===== src/rtl/axi_ctrl_pkg.sv =====
// Shared AXI widths, master codes, write-channel state encoding and master decode.
`ifndef AXI_DEFINE_SVH
`define AXI_DEFINE_SVH
`define AXI_ID_BITS        4
`define AXI_IDS_BITS       8
`define AXI_LEN_BITS       4
`define AXI_DATA_BITS      32
`define AXI_STRB_BITS      4
`define AXI_MASTER_BITS    4
`define AXI_MASTER0        4'b0001
`define AXI_MASTER1        4'b0010
`define AXI_DEFAULT_MASTER 4'b0000
`endif

package axi_ctrl_pkg;

   localparam int ID_BITS     = `AXI_ID_BITS;
   localparam int IDS_BITS    = `AXI_IDS_BITS;
   localparam int LEN_BITS    = `AXI_LEN_BITS;
   localparam int DATA_BITS   = `AXI_DATA_BITS;
   localparam int STRB_BITS   = `AXI_STRB_BITS;
   localparam int MASTER_BITS = `AXI_MASTER_BITS;

   typedef enum logic [1:0] {
      IDLE = 2'd0,
      DATA = 2'd1,
      RESP = 2'd2
   } wc_state_e;

   // SEL_NONE is the zero encoding so a reset owner field reads as "no master".
   typedef enum logic [1:0] {
      SEL_NONE = 2'd0,
      SEL_M0   = 2'd1,
      SEL_M1   = 2'd2
   } master_sel_e;

   function automatic master_sel_e decode_master(input logic [IDS_BITS-1:0] id);
      logic [MASTER_BITS-1:0] code;
      code = id[IDS_BITS-1 -: MASTER_BITS];
      if (code == `AXI_MASTER0)      return SEL_M0;
      else if (code == `AXI_MASTER1) return SEL_M1;
      else                           return SEL_NONE;
   endfunction

endpackage


===== src/rtl/write_channel_ctrl_b_router.sv =====
// Combinational B-channel steer: slave response to the owning master, or sunk
// when the ID carries an unknown master code.
module b_router
   import axi_ctrl_pkg::*;
(
   input  logic                i_en,
   input  logic [IDS_BITS-1:0] i_bid,
   input  logic [1:0]          i_bresp,
   input  logic                i_bvalid,
   output logic                o_bready,
   input  logic                i_bready_m0,
   input  logic                i_bready_m1,
   output logic [ID_BITS-1:0]  o_bid_m0,
   output logic [1:0]          o_bresp_m0,
   output logic                o_bvalid_m0,
   output logic [ID_BITS-1:0]  o_bid_m1,
   output logic [1:0]          o_bresp_m1,
   output logic                o_bvalid_m1,
   output logic                o_sink
);

   always_comb begin
      o_bready    = 1'b0;
      o_bid_m0    = '0;
      o_bresp_m0  = 2'b00;
      o_bvalid_m0 = 1'b0;
      o_bid_m1    = '0;
      o_bresp_m1  = 2'b00;
      o_bvalid_m1 = 1'b0;
      o_sink      = 1'b0;
      if (i_en) begin
         case (decode_master(i_bid))
            SEL_M0: begin
               o_bid_m0    = i_bid[ID_BITS-1:0];
               o_bresp_m0  = i_bresp;
               o_bvalid_m0 = i_bvalid;
               o_bready    = i_bready_m0;
            end
            SEL_M1: begin
               o_bid_m1    = i_bid[ID_BITS-1:0];
               o_bresp_m1  = i_bresp;
               o_bvalid_m1 = i_bvalid;
               o_bready    = i_bready_m1;
            end
            default: begin
               o_bready = 1'b1;
               o_sink   = 1'b1;
            end
         endcase
      end
   end

endmodule


===== src/rtl/write_channel_ctrl.sv =====
// W/B sequencer behind the AW arbiter: locks W to the AW owner for LEN+1 beats,
// generates WLAST, then routes the B response back.
//   state | meaning
//   IDLE  | no write outstanding, W/B outputs 0, AW grants allowed
//   DATA  | W routed from the latched owner, beats counted
//   RESP  | waiting for the slave B response, routed by bid
module write_channel_ctrl
   import axi_ctrl_pkg::*;
(
   input  logic                 clk,
   input  logic                 rst,
   input  logic                 aw_fire_i,
   input  logic [IDS_BITS-1:0]  aw_id_i,
   input  logic [LEN_BITS-1:0]  aw_len_i,
   output logic                 aw_block_o,
   input  logic [DATA_BITS-1:0] wdata_m0_i,
   input  logic [STRB_BITS-1:0] wstrb_m0_i,
   input  logic                 wlast_m0_i,
   input  logic                 wvalid_m0_i,
   output logic                 wready_m0_o,
   input  logic [DATA_BITS-1:0] wdata_m1_i,
   input  logic [STRB_BITS-1:0] wstrb_m1_i,
   input  logic                 wlast_m1_i,
   input  logic                 wvalid_m1_i,
   output logic                 wready_m1_o,
   output logic [DATA_BITS-1:0] wdata_s_o,
   output logic [STRB_BITS-1:0] wstrb_s_o,
   output logic                 wlast_s_o,
   output logic                 wvalid_s_o,
   input  logic                 wready_s_i,
   input  logic [IDS_BITS-1:0]  bid_s_i,
   input  logic [1:0]           bresp_s_i,
   input  logic                 bvalid_s_i,
   output logic                 bready_s_o,
   output logic [ID_BITS-1:0]   bid_m0_o,
   output logic [1:0]           bresp_m0_o,
   output logic                 bvalid_m0_o,
   input  logic                 bready_m0_i,
   output logic [ID_BITS-1:0]   bid_m1_o,
   output logic [1:0]           bresp_m1_o,
   output logic                 bvalid_m1_o,
   input  logic                 bready_m1_i,
   output logic                 err_o
);

   wc_state_e           r_state;
   master_sel_e         r_sel;
   logic [LEN_BITS-1:0] r_len;
   logic [LEN_BITS-1:0] r_cnt;
   logic                r_err;

   master_sel_e w_aw_sel;
   logic        w_last_beat;
   logic        w_owner_wlast;
   logic        w_w_hs;
   logic        w_b_hs;
   logic        w_b_sink;

   assign w_aw_sel    = decode_master(aw_id_i);
   assign w_last_beat = (r_cnt == r_len);

   always_comb begin
      wdata_s_o     = '0;
      wstrb_s_o     = '0;
      wlast_s_o     = 1'b0;
      wvalid_s_o    = 1'b0;
      wready_m0_o   = 1'b0;
      wready_m1_o   = 1'b0;
      w_owner_wlast = 1'b0;
      if (r_state == DATA) begin
         case (r_sel)
            SEL_M0: begin
               wdata_s_o     = wdata_m0_i;
               wstrb_s_o     = wstrb_m0_i;
               wvalid_s_o    = wvalid_m0_i;
               wlast_s_o     = w_last_beat;
               wready_m0_o   = wready_s_i;
               w_owner_wlast = wlast_m0_i;
            end
            SEL_M1: begin
               wdata_s_o     = wdata_m1_i;
               wstrb_s_o     = wstrb_m1_i;
               wvalid_s_o    = wvalid_m1_i;
               wlast_s_o     = w_last_beat;
               wready_m1_o   = wready_s_i;
               w_owner_wlast = wlast_m1_i;
            end
            default: ;
         endcase
      end
   end

   assign w_w_hs = wvalid_s_o & wready_s_i;

   b_router u_b_router (
      .i_en        (r_state == RESP),
      .i_bid       (bid_s_i),
      .i_bresp     (bresp_s_i),
      .i_bvalid    (bvalid_s_i),
      .o_bready    (bready_s_o),
      .i_bready_m0 (bready_m0_i),
      .i_bready_m1 (bready_m1_i),
      .o_bid_m0    (bid_m0_o),
      .o_bresp_m0  (bresp_m0_o),
      .o_bvalid_m0 (bvalid_m0_o),
      .o_bid_m1    (bid_m1_o),
      .o_bresp_m1  (bresp_m1_o),
      .o_bvalid_m1 (bvalid_m1_o),
      .o_sink      (w_b_sink)
   );

   assign w_b_hs = bvalid_s_i & bready_s_o;

   always_ff @(posedge clk or negedge rst) begin
      if (!rst) begin
         r_state <= IDLE;
         r_sel   <= SEL_NONE;
         r_len   <= '0;
         r_cnt   <= '0;
         r_err   <= 1'b0;
      end else begin
         r_err <= 1'b0;
         case (r_state)
            IDLE: begin
               if (aw_fire_i) begin
                  r_sel <= w_aw_sel;
                  r_len <= aw_len_i;
                  r_cnt <= '0;
                  // Unknown owner: no master may drive W, go straight to wait for B.
                  if (w_aw_sel == SEL_NONE) begin
                     r_state <= RESP;
                     r_err   <= 1'b1;
                  end else begin
                     r_state <= DATA;
                  end
               end
            end
            DATA: begin
               if (aw_fire_i) r_err <= 1'b1;
               if (w_w_hs) begin
                  if (w_owner_wlast != w_last_beat) r_err <= 1'b1;
                  if (w_last_beat) r_state <= RESP;
                  else             r_cnt   <= r_cnt + 1'b1;
               end
            end
            RESP: begin
               if (aw_fire_i || (w_b_sink && bvalid_s_i)) r_err <= 1'b1;
               if (w_b_hs) r_state <= IDLE;
            end
            default: r_state <= IDLE;
         endcase
      end
   end

   assign aw_block_o = (r_state != IDLE);
   assign err_o      = r_err;

endmodule


===== config.mk =====
export PLATFORM = sky130hd
export DESIGN_NAME = write_channel_ctrl
export DESIGN_NICKNAME = d
export VERILOG_FILES = /design/src/rtl/axi_ctrl_pkg.sv /design/src/rtl/write_channel_ctrl_b_router.sv /design/src/rtl/write_channel_ctrl.sv
export SDC_FILE = /design/constraint.sdc
export NUM_CORES = 1
export LEC_CHECK = 0
export CAP_MARGIN = 20
export CORE_ASPECT_RATIO = 1.2
export CORE_MARGIN = 2
export CORE_UTILIZATION = 30
export CTS_BUF_LIST = sky130_fd_sc_hd__clkbuf_2 sky130_fd_sc_hd__clkbuf_4 sky130_fd_sc_hd__clkbuf_8
export CTS_CLUSTER_SIZE = 8
export DETAILED_ROUTE_END_ITERATION = 10
export PLACE_DENSITY = 0.88
export SYNTH_ARGS = -nofsm -noshare
export SYNTH_HDL_FRONTEND = slang
export SYNTH_HIERARCHICAL = 1
export SYNTH_SLANG_ARGS = --single-unit

===== constraint.sdc =====
create_clock -name clk -period 2.9 [get_ports clk]
set_clock_uncertainty 0.15 [all_clocks]
set_input_delay 0.58 -clock clk [delete_from_list [all_inputs] [get_ports clk]]
set_output_delay 0.58 -clock clk [all_outputs]
set_load 0.005 [all_outputs]

# After elaboration in Yosys (flattened, before gate mapping)
# Cells that the tools add are included.
# classes
eq_ne,17
n_reduce_logical,11
n_mux,52
add_sub_neg,1
bitwise,2
# ops
op,count
$pmux W32 S2,1
$mux W32,1
$mux W4,8
$mux W2,14
$mux W1,21
$pmux W4 S2,2
$ne A2 B2 Y1 const B,5
$eq A4 B1 Y1 const B,2
$eq A4 B2 Y1 const B,2
$reduce_and A4 Y1,2
$eq A2 B1 Y1 const B,3
$eq A2 B2 Y1 const B,3
$pmux W1 S2,3
$pmux W2 S3,1
$add A4 B1 Y4 const B,1
$eq A4 B4 Y1,1
$logic_not A2 Y1,2
$reduce_bool A2 Y1,2
$reduce_or A2 Y1,2
$pmux W1 S3,1
$and A1 B1 Y1,2
$reduce_and A2 Y1,1
$logic_and A1 B1 Y1,1
$logic_or A1 B1 Y1,1
$ne A1 B1 Y1,1
# word_totals
elab_cells,88
regBits,13

# Longest topological paths before layout
# Gate-level depths: netlist of the first run.
# logic_depth
ltp_word,12
mapped_depth,7
mapped_depth_nobuf,6

# By module
# Netlist of the first run, hierarchy kept.
# modules_own_cells
module,area_each_um2,instances,cells_per_inst,seq_area_each_um2
write_channel_ctrl,1270.0,1,171,325.3
b_router,147.6,1,30,0.0

# Worst setup path after synthesis of the first run
# Ideal clock, no wire load.
# synth_timing
kind,register to output
start,reg r_sel[0]
end,out wdata_s_o[12]
path_stages_with_launch,7
path_slack_ns,0.860
t_arrival_ns,1.310
t_required_ns,2.170
cell_sequence,dfrtp_1 > inv_1 > ha_1 > buf_2 > clkbuf_1 > a22oi_1 > nor2_1
# synth_between
elab_chain_len,3
word_cells_on_any_way,4
cone_classes,eq/ne: 2; mux: 2
# synth_rtl
element,line_no,text
from (decl),write_channel_ctrl.sv:47,master_sel_e r_sel;
from (signal assigned),write_channel_ctrl.sv:126,r_sel <= w_aw_sel;
$eq A2 B2 Y1 / $eq A2 B1 Y1 (equally long branches),write_channel_ctrl.sv:71,case (r_sel)
$pmux W32 S2 (*),write_channel_ctrl.sv:71,
$mux W32 (*),write_channel_ctrl.sv:70,if (r_state == DATA) begin
to (decl),write_channel_ctrl.sv:26,"output logic [DATA_BITS-1:0] wdata_s_o,"
# Mark *: on every way between the ends. The rest lies on a longest branch, timed or not.

# Worst setup path in the final report of the first run
# layout_timing
start,in bid_s_i[4]
end,out bresp_m1_o[1]
# layout_between
elab_chain_len,7
word_cells_on_any_way,8
cone_classes,eq/ne: 3; mux: 5
# layout_rtl
element,line_no,text
from (decl),write_channel_ctrl.sv:31,"input logic [IDS_BITS-1:0] bid_s_i,"
$eq A4 B2 Y1 (no line),n/a,
$mux W2,axi_ctrl_pkg.sv:41,else if (code == `AXI_MASTER1) return SEL_M1;
$mux W2 (*),axi_ctrl_pkg.sv:40,if (code == `AXI_MASTER0) return SEL_M0;
$mux W2 (*),write_channel_ctrl_b_router.sv:31,if (i_en) begin
$eq A2 B2 Y1 (*),write_channel_ctrl_b_router.sv:32,case (decode_master(i_bid))
$mux W2 (*),write_channel_ctrl_b_router.sv:32,
$mux W2 (*),write_channel_ctrl_b_router.sv:31,
to (decl),write_channel_ctrl.sv:40,"output logic [1:0] bresp_m1_o,"
# Mark *: on every way between the ends. The rest lies on a longest branch, timed or not. The select of a mux whose other input is x is not followed.

==> results.yml, run 1 <==
critical_path:
  cp-startpoint: "bid_s_i[4]"
  reg2reg_setup_slack_ns: 0.96
  rr_startpoint: "r_sel[0]"
  crit_type: "in -> out"
  crit_arrival_ns: 2.11
  cp-end-kind: "output port"
  endpoint: "bresp_m1_o[1]"
  startpoint_type: "primary input"
  reg2reg_depth: 7
  r2r-end: "r_state[1]"
  critPathRequiredTime_ns: 2.17
  crit_fanout: 8
yosys:
  synth_top_area_share: 0.229
  ys_seq_elements: 13
  yosysMostFrequentCell: "nor2_1"
  ys_top_cells_by_count: "nor2_1 (55), a22oi_1 (37), nand2_1 (25), dfrtp_1 (13), buf_2 (7)"
  synthCells: 201
  yosys_warnings: 6
  syn_area_per_cell_um2: 7.05
  synth_area_leaders: "dfrtp_1 (23%), a22oi_1 (20%), nor2_1 (15%), nand2_1 (6.6%), ha_1 (2.6%)"
  synth-seq-area-share: 0.229
  synth.net_count: 309
  synth-edff-count: 0
  synth_area_um2: 1420
  async_flop_share: 1.00
  dominantRegCellSynth: "dfrtp_1"
  synth_top_cell_by_area: "dfrtp_1"
  synthDistinctLibCells: 40
hold_path:
  whs_path_depth: 2
  hold_class: "reg -> reg"
routing:
  remaining_drc_errors: 0
  wl_um: 6040
  via_per_inst: 5.10
  final_antenna_net_count: 0
  wire_per_inst_um: 14.8
  drtIter0Drc: 81
  dr.pass1.iters: 4
  vias: 2082
sta:
  fmax_mhz: 352
  fin_ws_ns: 0.0629
  fin_tns_setup_ns: 0
  rsz0062_at_grt: "false"
  maxSlewHeadroom: 0.622
  finalCritPeriodShare: 0.978
  finalCriticalPeriod_ns: 2.84
  maxSlewViolCount: 0
  setup_violations: 0
  max_slew.worst_pin.slew_ns: 0.565
  finalHoldViolCount: 0
power:
  ir_worst_vdd_mv: 0.271
  powerDensity_nw_per_um2: 343
  leakagePower_nw: 1.10
cts:
  cts_hold_buf: 0
  cts.sinks: 13
  clock_path_buffers: 2
  cts.root.buffer_cell: "clkbuf_8"
  htree_levels: 1
  cts_buffers: 3
  cts_tree: "yes"
  clk-insertion-delay-late_ns: 0.24
  path_clk_slew_ns: 0.06
place:
  hpwl_um: 4940
  placed_area_um2: 3040
  port_buffers: 157
  dp_cells: 404
  gp_congestion: 0.759
  dpl_worst_slack_ns: 0.0793
floorplan:
  fp.dieArea_um2: 5290
  die-height_um: 79.3
  core.rowCount: 27
  start_util: 0.311
  die_w_um: 66.8
  io_pins: 162
  core_um2: 4560
grt:
  grt_antenna_before_repair: 0
  grt_pass1_wl_um: 9250
  grt_pass1_vias: 1964
  grt_start_max_net_pins: 40
  grt_util_all_layers: 0.222
  grt_overflow: 0
cells_and_area:
  syn_to_final_growth_pct: 119
  stdcell_area_um2: 3110
  drive_gt1_frac: 0.0514
  final_nets: 459
  layout.cells.non_filler: 408
  diodes: 0
flow_run:
  drv_cap: 0
outcome:
  outcome: "finished clean"
-- power breakdown --
part	internal, mW	leakage [nW]	total, mW	switching (mW)
logic	0.335	0.904	0.626	0.291
clock network	0.106	0.0262	0.170	0.0633
registers	0.228	0.170	0.269	0.0414
-- layout by cell type (no fill, tap or decap), drive strengths merged, types with 4 or more instances in the layout --
| cell | synthesis | routed |
|---|---|---|
| a22oi | 38 | 38 |
| clkbuf | 4 | 4 |
| and3 | 4 | 4 |
| clkdlybuf4s50 | 0 | 157 |
| nor2 | 56 | 56 |
| nand3b | 6 | 6 |
| xnor2 | 4 | 4 |
| nand2 | 25 | 25 |
| dfrtp | 13 | 13 |
| buf | 12 | 4 |
-- state kept, by name, summed over array words and instances (netlist names) --
name     count
r_len        4
r_sel        2
r_state      2
r_cnt        4
err_o        1
-- cells by family after synthesis --
| group | after synthesis | synth area share |
|---|---|---|
| compound gates | 52 | 0.270 |
| xor+xnor | 6 | 0.0371 |
| fa+ha+maj | 3 | 0.0265 |
| buf+inv | 19 | 0.0591 |
| flops | 13 | 0.229 |
| mux | 2 | 0.0141 |
| simple gates | 106 | 0.364 |
-- worst min path at each step --
stage | startpoint | to
2_1_floorplan | rst | err_o
3_3_place_gp | r_len[0] | r_len[0]
3_5_place_dp | r_len[3] | r_len[3]
4_1_cts | r_len[3] | r_len[3]
5_1_grt | r_cnt[2] | r_cnt[2]
6_report | r_len[3] | r_len[3]
-- cell type report --
class,count,area [um^2]
clock buffer,4,48.8
fill,383,1460
inverter,3,11.3
multi-input combinational,169,1020
sequential,13,325
tap,58,72.6
timing repair buffer,161,1630
-- metal layers --
layer	global-route usage	wire length, um	vias up
li1	-	-	1015
met1	0.225	2130	950
met2	0.439	3180	105
met3	0.0411	616	12
met4	0.0694	116	0
met5	0	0	-
-- stage by stage --
stage          hold slack (ns)  power (mW)   util
4_1_cts                  0.356        1.07  0.678
6_report                 0.356        1.06  0.681
2_1_floorplan            0.134       0.605      -
5_1_grt                  0.402        1.15  0.681
3_3_place_gp             0.334       0.879  0.667
3_5_place_dp             0.343       0.896  0.667
-- timing repair --
action,CTS,global route
endpoints found under the setup margin,0,2
gates resized for setup,0,2
setup buffers,0,0
-- critical path: stages --
cell and delay, ns:
clkdlybuf4s50_1 0.50, nand3b_2 0.35, nor2_1 0.15, clkdlybuf4s50_1 0.52
Note: power is estimated with default switching activity, not from simulation.
==> run 2, diff against run 1 <==
--- a/config.mk
+++ b/config.mk
@@ -6,7 +6,6 @@
 export NUM_CORES = 1
 export LEC_CHECK = 0
 export CAP_MARGIN = 20
-export CORE_ASPECT_RATIO = 1.2
 export CORE_MARGIN = 2
 export CORE_UTILIZATION = 30
 export CTS_BUF_LIST = sky130_fd_sc_hd__clkbuf_2 sky130_fd_sc_hd__clkbuf_4 sky130_fd_sc_hd__clkbuf_8
==> run 2 against run 1 <==
  * Non-clock buffer count grew 1
  * Wire length shrank 0.81%
  * Largest power group unchanged
  * Power down 0.67%
  * Setup slack better by 0.058 ns
  * Critical path type unchanged
  * Register-to-register slack worse by 0.05 ns
  * Critical endpoint is now bready_s_o
==> results.yml, run 2 (synthesis gave the netlist of run 1 again) <==
outcome:
  outcome: "finished clean"
cts:
  cts_buffers: 3
  post-cts-setup-buffer-count: 0
  cts_tree: "yes"
  cts_hold_buf: 0
  htree_levels: 1
  clock_path_buffers: 2
  cts_resized: 0
  cts.sinks: 13
  clk-insertion-delay-late_ns: 0.24
  cts.root.buffer_cell: "clkbuf_8"
  path_clk_slew_ns: 0.05
critical_path:
  critPathRequiredTime_ns: 2.17
  slowest_delay_ns: 0.53
  cpLargestDelayFamily: "buffers and inverters"
  crit_chain: "clkdlybuf4s50_1 -> nor3b_2 -> a21oi_1 -> o31a_1 -> clkdlybuf4s50_1"
  cpMaxStageDelayCell: "clkdlybuf4s50_1"
  startpoint_type: "primary input"
  crit_arrival_ns: 2.05
  crit_type: "in -> out"
  cp_num_buf_inv: 2
  cp-end-kind: "output port"
  rr_startpoint: "r_sel[0]"
  crit_fanout: 4
  crit_top_cell: "clkdlybuf4s50_1"
  reg2reg_depth: 7
  cp-startpoint: "bid_s_i[5]"
  reg2reg_setup_slack_ns: 0.91
  r2r-end: "r_cnt[0]"
power:
  powerDensity_nw_per_um2: 343
  leakagePower_nw: 1.09
  power_mw: 1.06
  ir_worst_vdd_mv: 0.251
grt:
  grt_overflow: 0
  grt_pass1_vias: 1947
  grt_util_all_layers: 0.214
  grt_antenna_before_repair: 0
  grt_pass1_wl_um: 9170
  grt_start_max_net_pins: 39
cells_and_area:
  layout_commonest_cell: "clkdlybuf4s50_1"
  syn_to_final_growth_pct: 117
  final_nets: 460
  largestRegisters: "r_cnt (4), r_len (4)"
  drive_gt1_frac: 0.0541
  utilization: 0.666
  diodes: 0
  layout_common_cells: "clkdlybuf4s50_1 (157), nor2_1 (55), a22oi_1 (37)"
sta:
  maxSlewViolCount: 0
  rsz0062_at_grt: "false"
  finalCritPeriodShare: 0.958
  setup_violations: 0
  finalCriticalPeriod_ns: 2.78
  fmax_mhz: 360
  max_slew.worst_pin.slew_ns: 0.581
  maxSlewHeadroom: 0.611
  fin_tns_setup_ns: 0
  finalHoldViolCount: 0
floorplan:
  start_util: 0.306
  core.rowCount: 25
  die_w_um: 72.7
  die-height_um: 72.7
  fp.dieArea_um2: 5290
  core_um2: 4630
  io_pins: 162
hold_path:
  whs_endpoint: "r_len[1]"
  hold_class: "reg -> reg"
  whs_path_depth: 2
  min_from: "r_len[1]"
routing:
  drtIter0Drc: 79
  final_antenna_net_count: 0
  dr.pass1.iters: 5
  wire_per_inst_um: 14.8
  vias: 2082
  wl_um: 5990
  remaining_drc_errors: 0
  via_per_inst: 5.14
place:
  port_buffers: 157
  gp_congestion: 0.773
  hpwl_um: 4770
flow_run:
  drv_cap: 0
==> run 2: report_power, final <==
part | switching (mW) | internal, mW | leakage (nW) | total (mW)
Clock | 0.0653 | 0.106 | 0.0262 | 0.172
Combinational | 0.285 | 0.331 | 0.894 | 0.616
Sequential | 0.0426 | 0.228 | 0.170 | 0.270
Total | 0.393 | 0.665 | 1.09 | 1.06
==> run 2: worst max-delay path by stage <==
| stage | end | slack, ns | depth (start not counted) |
|---|---|---|---|
| after floorplan | wdata_s_o[12] | 0.86 | 6 |
| after global placement | bresp_m1_o[0] | 0.13 | 4 |
| after detailed placement | bready_s_o | 0.12 | 5 |
| after CTS | bready_s_o | 0.11 | 5 |
| after global routing | bresp_m1_o[0] | 0.02 | 4 |
| final | bready_s_o | 0.12 | 5 |
==> run 2: metal layers <==
metal  vias to the layer above  share of wire  GRT usage
met1                       949           0.39      0.241
met5                         -              0          0
met3                        16          0.090     0.0483
met4                         0          0.028     0.0761
li1                       1013              -          -
met2                       104           0.49      0.394
==> run 2: stage by stage <==
step           std cells  setup slack, ns  hold WS (ns)  area (um^2)
6_report             405            0.121         0.351         3080
3_5_place_dp         401            0.119         0.336         3030
2_1_floorplan        201            0.860         0.134         1420
5_1_grt              405           0.0168         0.377         3080
3_3_place_gp         401            0.131         0.331         3030
4_1_cts              405            0.112         0.353         3080
==> run 2: area by class of cell <==
class	instances	area, um^2
timing repair buffer	162	1620
sequential	13	325
inverter	3	11.3
multi-input combinational	169	1010
clock buffer	4	48.8
fill	405	1550
tap	54	67.6
==> run 2: worst reg2reg max path, cell delays in order, from the launching register on <==
cell      delay (ns)
dfrtp_1         0.38
inv_1           0.09
ha_1            0.17
buf_4           0.26
a22oi_2         0.15
and4bb_2        0.42
nand3b_1        0.15
o211ai_1        0.10
==> run 3, diff against run 2 <==
--- a/config.mk
+++ b/config.mk
@@ -7,11 +7,12 @@
 export LEC_CHECK = 0
 export CAP_MARGIN = 20
 export CORE_MARGIN = 2
-export CORE_UTILIZATION = 30
+export CORE_UTILIZATION = 28
 export CTS_BUF_LIST = sky130_fd_sc_hd__clkbuf_2 sky130_fd_sc_hd__clkbuf_4 sky130_fd_sc_hd__clkbuf_8
 export CTS_CLUSTER_SIZE = 8
 export DETAILED_ROUTE_END_ITERATION = 10
-export PLACE_DENSITY = 0.88
+export PLACE_DENSITY = 0.83
+export SLEW_MARGIN = 10
 export SYNTH_ARGS = -nofsm -noshare
 export SYNTH_HDL_FRONTEND = slang
 export SYNTH_HIERARCHICAL = 1
==> constraint.sdc (replaced) <==
create_clock -name clk -period 2.93 [get_ports clk]
set_clock_uncertainty 0.15 [all_clocks]
set_input_delay 0.586 -clock clk [delete_from_list [all_inputs] [get_ports clk]]
set_output_delay 0.586 -clock clk [all_outputs]
set_load 0.005 [all_outputs]
==> run 3 against run 2 <==
  * Flip-flop and latch count unchanged
  * Final cell count rose by 3.5%
  * Combinational power is 2% lower
  * Non-clock buffer count rose by 1
  * Setup slack lost 0.00076 ns
  * Die area is 6.8% higher
  * Worst hold slack got worse by 0.0022 ns
  * Utilization decreased by 2.3 points
  * Wire length rose by 1.2%
  * Final area rose by 0.45%
  * Register-to-register slack got worse by 0.08 ns
  * Via count shrank 2.0%
  * Critical path type is now reg -> out
  * Critical endpoint is now wdata_s_o[15]
  * Highest routed layer unchanged
==> results.yml, run 3 (synthesis gave the netlist of run 1 again) <==
outcome:
  outcome: "finished clean"
sta:
  fmax_mhz: 356
  setup_violations: 0
  max_slew.worst_pin.slew_ns: 0.575
  finalCriticalPeriod_ns: 2.81
  maxSlewHeadroom: 0.616
  rsz0062_at_grt: "false"
  fin_tns_setup_ns: 0
  finalHoldViolCount: 0
  maxSlewViolCount: 0
  whs_ns: 0.349
  finalCritPeriodShare: 0.959
critical_path:
  startpoint_type: "flip-flop"
  cp-end-kind: "output port"
  crit_fanout: 38
  crit_arrival_ns: 2.07
  rr_startpoint: "r_sel[0]"
  cp-startpoint: "r_state[0]"
  crit_type: "reg -> out"
  critPathRequiredTime_ns: 2.19
cts:
  cts_tree: "yes"
  cts.sinks: 13
  clock_path_buffers: 2
  htree_levels: 1
  cts.root.buffer_cell: "clkbuf_8"
  clk-insertion-delay-late_ns: 0.24
  path_clk_slew_ns: 0.06
  post-cts-setup-buffer-count: 0
  cts_buffers: 3
grt:
  grt_pass1_vias: 1898
  grt_start_max_net_pins: 39
  grt_pass1_wl_um: 8910
  grt_antenna_before_repair: 0
  grt_overflow: 0
  grt_util_all_layers: 0.201
cells_and_area:
  multiInputGateArea_um2: 1010
  largestRegisters: "r_cnt (4), r_len (4)"
  drive_gt1_frac: 0.0597
  utilization: 0.643
  syn_to_final_growth_pct: 118
  seq_area_um2: 325
  fill_cells: 438
  layout_commonest_cell: "clkdlybuf4s50_1"
  stdcell_area_um2: 3100
  diodes: 0
  layout_common_cells: "clkdlybuf4s50_1 (157), nor2_1 (54), a22oi_1 (37)"
  final_nets: 461
routing:
  drtIter0Drc: 71
  vias: 2040
  dr.pass1.iters: 4
  via_per_inst: 4.87
  wire_per_inst_um: 14.5
  wl_um: 6070
  final_antenna_net_count: 0
  remaining_drc_errors: 0
power:
  leakagePower_nw: 1.09
  p_comb_frac: 0.582
  net-switching-power_uw: 386
  power_mw: 1.04
  p_int_uw: 654
  pwr-share-seq: 0.254
  sw_frac_of_total: 0.371
  ir_worst_vdd_mv: 0.485
  powerDensity_nw_per_um2: 336
  p_clk_frac: 0.164
hold_path:
  hold_class: "reg -> reg"
  min_from: "r_len[0]"
floorplan:
  core_um2: 4820
  fp.dieArea_um2: 5650
  core.rowCount: 25
  die_w_um: 75.2
  start_util: 0.294
  io_pins: 162
  die-height_um: 75.2
place:
  hpwl_um: 4790
  port_buffers: 157
  gp_congestion: 0.775
  placed_area_um2: 3050
flow_run:
  drv_cap: 0
[run 3: cell count changes in the layout (fill, tap and decap cells not counted), sizes merged]
cell / previous run / this run
buf: 5 / 6
[run 3: cell type report]
type,instances,share of cell area
clock buffers,4,0.0158
well taps,67,0.0271
multi-input cells,169,0.326
flip-flops and latches,13,0.105
inverters,3,0.00364
repair buffers,163,0.522
[run 3: worst paths after layout]
check,to,slack (ns),depth (start not counted)
worst max-delay path,wdata_s_o[15],0.12,5
worst min-delay path,r_len[0],0.35,2
worst max register to register,r_cnt[2],0.83,7
worst min register to register,r_len[0],0.35,2
max in group asynchronous,r_cnt[3],1.69,1
min in group asynchronous,r_sel[1],0.56,1
[run 3: through the flow]
step	instances	worst slack, ns
after detailed placement	415	0.0981
after global placement	415	0.147
after CTS	419	0.0951
final	419	0.120
after global routing	419	0.0161
after floorplan	201	0.884
[run 3: routing by layer]
layer,vias to the layer above,routed length [um],part of all wire,global-route usage
met5,-,0,0,0
met4,0,112,0.018,0.0507
met3,12,512,0.084,0.0388
met2,101,3030,0.50,0.376
met1,913,2410,0.40,0.235
li1,1014,-,-,-
[run 3: timing repair]
| item | 4_1_cts | 5_1_grt |
|---|---|---|
| hold buffers | 0 | 0 |
| endpoints found under the setup margin | 0 | 1 |
| resized for setup | 0 | 1 |
[run 3: power groups by stage]
stage	clock [mW]	combinational (mW)	sequential (mW)
5_1_grt	0.184	0.668	0.270
2_1_floorplan	0	0.343	0.256
6_report	0.170	0.605	0.265
3_3_place_gp	0	0.594	0.268
4_1_cts	0.172	0.608	0.265
3_5_place_dp	0	0.604	0.267
[run 3: worst max-delay path, stage by stage, from the launching register on]
cell,delay (ns)
dfrtp_1,0.54
nor2b_2,0.27
nand2b_1,0.08
buf_4,0.25
nor2_1,0.14
clkdlybuf4s50_1,0.53
